$ cat config.mk
export PLATFORM = sky130hd
export DESIGN_NAME = adc_frame_align
export DESIGN_NICKNAME = d
export VERILOG_FILES = /design/src/rtl/adc_frame_align.sv
export SDC_FILE = /design/constraint.sdc
export NUM_CORES = 1
export LEC_CHECK = 0
export ABC_AREA = 0
export CAP_MARGIN = 20
export CORE_MARGIN = 2
export CORE_UTILIZATION = 38
export CTS_BUF_LIST = sky130_fd_sc_hd__clkbuf_4
export CTS_CLUSTER_SIZE = 40
export DETAILED_ROUTE_END_ITERATION = 10
export GPL_ROUTABILITY_DRIVEN = 1
export PLACE_DENSITY = 0.65
export SYNTH_ARGS = -nofsm -noshare
export SYNTH_HDL_FRONTEND = slang
export SYNTH_SLANG_ARGS = --single-unit
$ cat constraint.sdc
create_clock -name i_adc_clk_x2 -period 3.1 [get_ports i_adc_clk_x2]
set_clock_uncertainty 0.2 [all_clocks]
set_input_delay 0.93 -clock i_adc_clk_x2 [delete_from_list [all_inputs] [get_ports i_adc_clk_x2]]
set_output_delay 0.93 -clock i_adc_clk_x2 [all_outputs]
set_load 0.02 [all_outputs]
$ cat src/rtl/adc_frame_align.sv
// adc_frame_align: bit-slip word alignment downstream of deser_12.
// Hunts for the frame-lane pattern, then applies the same offset to every data lane.
module adc_frame_align #(
    parameter int             W             = 12,
    parameter int             N_CH          = 2,
    parameter logic [W-1:0]   FRAME_PATTERN = 12'hFC0,
    parameter int             SETTLE        = 4,
    parameter int             LOCK_COUNT    = 16,
    parameter int             LOSS_COUNT    = 4
) (
    input  logic              i_adc_clk_x2,
    input  logic              i_rst_n,
    input  logic              i_en,
    input  logic              i_in_valid,
    input  logic [W-1:0]      i_frame_in,
    input  logic [N_CH*W-1:0] i_data_in,
    input  logic              i_clr_lost,
    output logic              o_out_valid,
    output logic [N_CH*W-1:0] o_out_data,
    output logic              o_locked,
    output logic [3:0]        o_slip_offset,
    output logic              o_search_wrap,
    output logic              o_lock_lost
);

    localparam int CNT_MAX = (LOCK_COUNT > SETTLE) ? LOCK_COUNT : SETTLE;
    localparam int CW      = $clog2(CNT_MAX + 1);
    localparam int MW      = $clog2(LOSS_COUNT + 1);
    localparam logic [3:0] OFF_MAX = 4'(W - 1);

    typedef enum logic [2:0] {
        S_IDLE,
        S_SETTLE,
        S_CHECK,
        S_SLIP,
        S_LOCKED
    } state_t;

    state_t              r_state;
    logic [CW-1:0]       r_cnt;
    logic [MW-1:0]       r_miss;
    logic [3:0]          r_off;
    logic [W-1:0]        r_prev_frame;
    logic [N_CH*W-1:0]   r_prev_data;
    logic                r_out_valid;
    logic [N_CH*W-1:0]   r_out_data;
    logic                r_locked;
    logic                r_wrap;
    logic                r_lost;

    logic [W-1:0]        w_frame_aln;
    logic [N_CH*W-1:0]   w_data_aln;
    logic                w_match;

    // Top W bits of the {prev, cur} window after shifting out `off` bits.
    function automatic logic [W-1:0] f_align(
        input logic [W-1:0] prev,
        input logic [W-1:0] cur,
        input logic [3:0]   off
    );
        logic [2*W-1:0] win;
        win = {prev, cur} << off;
        return win[2*W-1 -: W];
    endfunction

    assign w_frame_aln = f_align(r_prev_frame, i_frame_in, r_off);
    assign w_match     = (w_frame_aln == FRAME_PATTERN);

    for (genvar g = 0; g < N_CH; g++) begin : g_lane
        assign w_data_aln[g*W +: W] =
            f_align(r_prev_data[g*W +: W], i_data_in[g*W +: W], r_off);
    end

    always_ff @(posedge i_adc_clk_x2 or negedge i_rst_n) begin
        if (!i_rst_n) begin
            r_prev_frame <= '0;
            r_prev_data  <= '0;
        end else if (i_in_valid) begin
            r_prev_frame <= i_frame_in;
            r_prev_data  <= i_data_in;
        end
    end

    always_ff @(posedge i_adc_clk_x2 or negedge i_rst_n) begin
        if (!i_rst_n) begin
            r_state     <= S_IDLE;
            r_cnt       <= '0;
            r_miss      <= '0;
            r_off       <= '0;
            r_out_valid <= 1'b0;
            r_out_data  <= '0;
            r_locked    <= 1'b0;
            r_wrap      <= 1'b0;
            r_lost      <= 1'b0;
        end else begin
            r_wrap <= 1'b0;
            // Clear is issued first so a same-cycle loss overrides it.
            if (i_clr_lost) r_lost <= 1'b0;
            if (!i_en) begin
                r_state     <= S_IDLE;
                r_cnt       <= '0;
                r_miss      <= '0;
                r_locked    <= 1'b0;
                r_out_valid <= 1'b0;
            end else begin
                r_out_valid <= i_in_valid && (r_state == S_LOCKED);
                if (i_in_valid) begin
                    if (r_state == S_LOCKED) r_out_data <= w_data_aln;
                    unique case (r_state)
                        S_IDLE: begin
                            r_state <= S_SETTLE;
                            r_cnt   <= '0;
                        end
                        S_SETTLE: begin
                            if (r_cnt == CW'(SETTLE - 1)) begin
                                r_state <= S_CHECK;
                                r_cnt   <= '0;
                            end else begin
                                r_cnt <= r_cnt + CW'(1);
                            end
                        end
                        S_CHECK: begin
                            if (r_cnt == CW'(LOCK_COUNT)) begin
                                r_state  <= S_LOCKED;
                                r_cnt    <= '0;
                                r_miss   <= '0;
                                r_locked <= 1'b1;
                            end else if (w_match) begin
                                r_cnt <= r_cnt + CW'(1);
                            end else begin
                                r_state <= S_SLIP;
                                r_cnt   <= '0;
                            end
                        end
                        S_SLIP: begin
                            if (r_off == OFF_MAX) begin
                                r_off  <= '0;
                                r_wrap <= 1'b1;
                            end else begin
                                r_off <= r_off + 4'd1;
                            end
                            r_state <= S_SETTLE;
                            r_cnt   <= '0;
                        end
                        S_LOCKED: begin
                            if (w_match) begin
                                r_miss <= '0;
                            end else if (r_miss == MW'(LOSS_COUNT - 1)) begin
                                r_state  <= S_SETTLE;
                                r_cnt    <= '0;
                                r_miss   <= '0;
                                r_locked <= 1'b0;
                                r_lost   <= 1'b1;
                            end else begin
                                r_miss <= r_miss + MW'(1);
                            end
                        end
                        default: begin
                            r_state <= S_IDLE;
                            r_cnt   <= '0;
                        end
                    endcase
                end
            end
        end
    end

    assign o_out_valid   = r_out_valid;
    assign o_out_data    = r_out_data;
    assign o_locked      = r_locked;
    assign o_slip_offset = r_off;
    assign o_search_wrap = r_wrap;
    assign o_lock_lost   = r_lost;

endmodule

# Yosys cells after proc, flatten, opt, wreduce, memory -nomap -nowiden
# Cells that the tools add are included.
totals:
  out_inout_bits: 32
  inputBits: 41
  elab_cells: 82
  ff_bits: 79
classes:
  add_sub_neg: 3
  n_eq_ne: 16
  mux: 40
  n_shift: 3
  reduce_logical: 9
ops:
  columns: ["operator", "n"]
  rows:
  - ["$shl 24x4->24", 3]
  - ["$mux 3", 12]
  - ["$mux 5", 7]
  - ["$mux 1", 16]
  - ["$pmux 5 s3", 1]
  - ["$eq 12x12->1 const B", 1]
  - ["$pmux 3 s4", 1]
  - ["$reduce_and 3->1", 4]
  - ["$reduce_and 5->1", 2]
  - ["$eq 3x2->1 const B", 3]
  - ["$ne 3x3->1 const B", 3]
  - ["$pmux 3 s2", 1]
  - ["$add 5x1->5 const B", 1]
  - ["$eq 5x2->1 const B", 1]
  - ["$eq 5x5->1 const B", 1]
  - ["$add 4x1->4 const B", 1]
  - ["$eq 4x4->1 const B", 1]
  - ["$mux 4", 1]
  - ["$ne 4x4->1 const B", 1]
  - ["$add 3x1->3 const B", 1]
  - ["$eq 3x1->1 const B", 1]
  - ["$eq 3x3->1 const B", 1]
  - ["$logic_not 3->1", 1]
  - ["$ne 3x1->1 const B", 1]
  - ["other kinds (5)", 5]

# Depth between registers and ports, before layout
depth:
  ltp_word: 7
  mapped_depth: 14
  ltp_nobuf: 9

# Worst setup path before layout
# OpenSTA, ideal clock, no wires.
synth_timing:
  path_kind: "input to register"
  start: "in i_frame_in[3]"
  end: "reg r_cnt[1]"
  setup_slack_ns: -0.199
  arrival_ns: 3.021
  cell_stages: 8
  setup_time_ns: 0.078
  required_time_ns: 2.822
  n_path_buf: 0
  path_cell_list: "or4b_1 o211a_1 o41a_1 a211oi_2 a22oi_2 o31ai_4 or3b_1 a21oi_1"
synth_between:
  elab_chain_len: 7
  word_cells_on_any_way: 9
  classes_between: "eq/ne: 2; shift: 1; mux: 5; reduce/logical: 1"
synth_rtl:
  columns: ["item", "line", "rtl"]
  rows:
  - ["from (decl)", "15", "input logic [W-1:0] i_frame_in,"]
  - ["$shl 24x4->24 *", "62", "win = {prev, cur} << off;"]
  - ["$eq 12x12->1 *", "67", "assign w_match = (w_frame_aln == FRAME_PATTERN);"]
  - ["$mux 5", "128", "end else if (w_match) begin"]
  - ["$mux 5", "123", "if (r_cnt == CW'(LOCK_COUNT)) begin"]
  - ["$pmux 5 s3", "109", "unique case (r_state)"]
  - ["$mux 5", "107", "if (i_in_valid) begin"]
  - ["$mux 5", "99", "if (!i_en) begin"]
  - ["to (signal assigned)", "119", "r_cnt <= r_cnt + CW'(1);"]
  - ["to (signal assigned)", "129", "r_cnt <= r_cnt + CW'(1);"]
  - ["to (decl)", "40", "logic [CW-1:0] r_cnt;"]
# Mark *: on every way between the ends. The rest lies on a longest branch, timed or not. The select of a mux whose other input is x is not followed.
# A chain may end at the register's enable or synchronous reset.

# Worst setup path after layout
# Ends and elaborated chain as after synthesis.

==> flow_summary.toml <==
[clock_tree]
clk_path_buf_depth = 2
cts_max_level = 3
cts_root_buf = "clkbuf_4"
cts_sinks = 79
insertion_delay_ns = 0.46
cts_buffers = 9
clk_pin_slew_worst_paths_ns = 0.15
cts_hold_buf = 0
cts_tree = "done"

[worst_setup_path]
worst_ep_required_time_ns = 3.30
r2r_start = "o_slip_offset[1]"
worstPathArrival_ns = 3.30
crit_path_end_kind = "flop"
cp-start-kind = "input pin"
cp_max_fo = 4
rr_endpoint = "r_cnt[1]"
path_class = "in -> reg"
reg2reg_depth = 9
reg2reg_slack_ns = 0.03

[grt]
grt.total_usage = 0.197
antenna_found_initial = 0
grt-ovfl-total = 0
grt_max_degree = 45
grt_pass1_wl_mm = 25.4
grt_pass1_vias = 4822

[power_and_ir_drop]
vdd.ir_drop.worst_uv = 234
powerDensity_nw_per_um2 = 482
p_total_mw = 3.40
power.leakage_nw = 2.92

[worst_hold_path]
min_path_type = "in -> async"

[timing]
slew_violations = 0
fmax_ghz = 0.323
grt_setup_unrepaired = "yes"
worst_slack_ns = -0.000251
tightest_slew_ns = 0.689
timing.final.crit_share = 1.00
setup_viol = 1
period_minus_slack_ns = 3.10
maxSlewHeadroom = 0.535
setup_tns_ns = -0.000251
hold_viol = 0
whs_ns = 0.252

[final_layout]
synthToLayoutAreaGrowth_pct = 24.2
nets = 711
drive_above_1_share = 0.261
final_core_utilization = 0.484
diodes = 0
nFillCells = 1326

[routing]
route.detailed.drc = 0
viasPerCell = 5.68
dr.pass1.iters = 5
drtIter0Drc = 387
routed_wl_mm = 15.4
wl_per_cell_um = 18.0
vias = 4854
antenna_left = 0

[synth]
ys.flop_type = "dfrtp_1"
synth_cells = 573
syn-cell-area_sq_um = 5680
synth_cell_types = 55
async_flop_share = 1.00
syn_area_per_cell_sq_um = 9.92
synth-seq-cells = 79
yosysWarnings = 0
synth_edf_count = 0
synth_nets = 618
ys_seq_area_frac = 0.348

[placed_design]
dp_hpwl_mm = 11.3
portBuffers = 72
gp_congestion = 0.902

[die]
initial_core_util = 0.390
die_area_sq_um = 15900
core_area_sq_um = 14600
rows = 44
fp.dieH_um = 126
fp.dieW_um = 126
io_pins = 73

[run]
drv_cap = 0

[run_status]
failed_checks = "setup timing"
status = "complete, but fails checks"
==> repair_timing <==
item                                    4_1_cts  5_1_grt
pin swaps                                     7        8
buffers inserted                              9        0
gates cloned                                  0        0
resized for setup                            18       12
endpoints found under the setup margin        8        8
==> synthesized netlist by cell type, drive strengths merged (3+ instances only) <==
master / instances / area [sq um]
o311ai: 6 / 52.6
a211o: 4 / 35.0
ha: 4 / 50.1
and2: 4 / 25.0
nor2b: 15 / 93.8
clkbuf: 23 / 86.3
a21oi: 39 / 195
nand4: 8 / 50.1
a31oi: 3 / 18.8
nand3b: 8 / 60.1
o21ai: 33 / 165
o211ai: 4 / 30.0
mux4: 29 / 653
mux2i: 38 / 380
mux2: 59 / 664
dfrtp: 79 / 1980
buf: 22 / 118
nor3: 5 / 25.0
nor2: 28 / 105
nand2b: 15 / 93.8
nand3: 10 / 50.1
o32ai: 3 / 26.3
and3: 4 / 25.0
a211oi: 7 / 57.6
o2bb2ai: 3 / 26.3
inv: 16 / 60.1
nand2: 72 / 270
==> kinds of logic (layout without fill, tap and decap cells) <==
logic type,after synthesis,in the layout,share of synthesized area
and+or+nand+nor,177,177,0.152
muxes,126,126,0.299
AOI/OAI and AO/OA,125,125,0.145
DFF,79,79,0.348
buffers and inverters,61,159,0.0465
adders and majority gates,4,4,0.00881
xor gates and xnor gates,1,1,0.00154
==> report_power, final <==
group          switching [mW]  internal [mW]  leakage, nW
registers              0.0849           1.09         1.01
logic                   0.790          0.813         1.83
clock network           0.378          0.245       0.0727
==> registers in the layout (all words and copies together) (netlist names) <==
register	cells
o_out_data	24
r_prev_data	24
r_prev_frame	12
r_cnt	5
o_slip_offset	4
r_miss	3
r_state	3
o_lock_lost	1
o_locked	1
o_out_valid	1
o_search_wrap	1
==> metal layers <==
layer / up-vias / track usage / routed length, um
li1: 2305 / - / -
met1: 2363 / 0.271 / 6890
met2: 166 / 0.318 / 7470
met3: 20 / 0.0418 / 846
met4: 0 / 0.0524 / 217
met5: - / 0 / 0
==> worst max-delay path by stage <==
stage / cells after the start / to / slack (ns) / from
finish: 9 / r_cnt[1] / -0.0003 / i_frame_in[3]
global route: 9 / r_cnt[1] / -0.04 / o_slip_offset[1]
CTS: 10 / r_cnt[1] / 0.007 / i_frame_in[9]
detailed placement: 10 / r_cnt[1] / -0.66 / i_frame_in[3]
global placement: 9 / r_cnt[1] / -0.61 / i_frame_in[3]
floorplan: 8 / r_cnt[1] / -0.08 / i_frame_in[3]
==> metrics by stage <==
| step | cells | instance area [sq um] | setup slack (ns) |
|---|---|---|---|
| after floorplan | 573 | 5690 | -0.0774 |
| after global placement | 830 | 6800 | -0.609 |
| after detailed placement | 830 | 6800 | -0.656 |
| after CTS | 855 | 7010 | 0.00666 |
| after global routing | 855 | 7060 | -0.0418 |
| final | 855 | 7060 | -0.000251 |
==> critical path: stages <==
cell and delay, ns:
dlygate4sd2_1 0.26, or4b_1 0.50, o211a_1 0.14, o41a_1 0.32, a211oi_2 0.20, a22oi_2 0.18
o31ai_4 0.26, or3b_1 0.39, a21oi_2 0.12
==> final cells by class <==
cell class	instances	area [sq um]	area share
Multi-Input combinational cell	433	3500	0.496
Sequential cell	79	1980	0.281
Timing Repair Buffer	127	1160	0.164
Tap cell	184	230	0.0326
Clock buffer	10	75.1	0.0106
Inverter	16	60.1	0.00851
Clock inverter	6	51.3	0.00727
==> cell usage in the layout, fill, tap and decap left out, drive strengths merged, types with 15 or more instances in the layout <==
| cell | netlist | layout |
|---|---|---|
| dfrtp | 79 | 79 |
| inv | 16 | 16 |
| a21oi | 39 | 39 |
| mux2i | 38 | 38 |
| nand2b | 15 | 15 |
| o21ai | 33 | 33 |
| clkdlybuf4s50 | 0 | 60 |
| buf | 22 | 57 |
| nor2 | 28 | 28 |
| nor2b | 15 | 15 |
| mux2 | 59 | 59 |
| mux4 | 29 | 29 |
| nand2 | 72 | 72 |
Power figures use the tool's default switching activity.
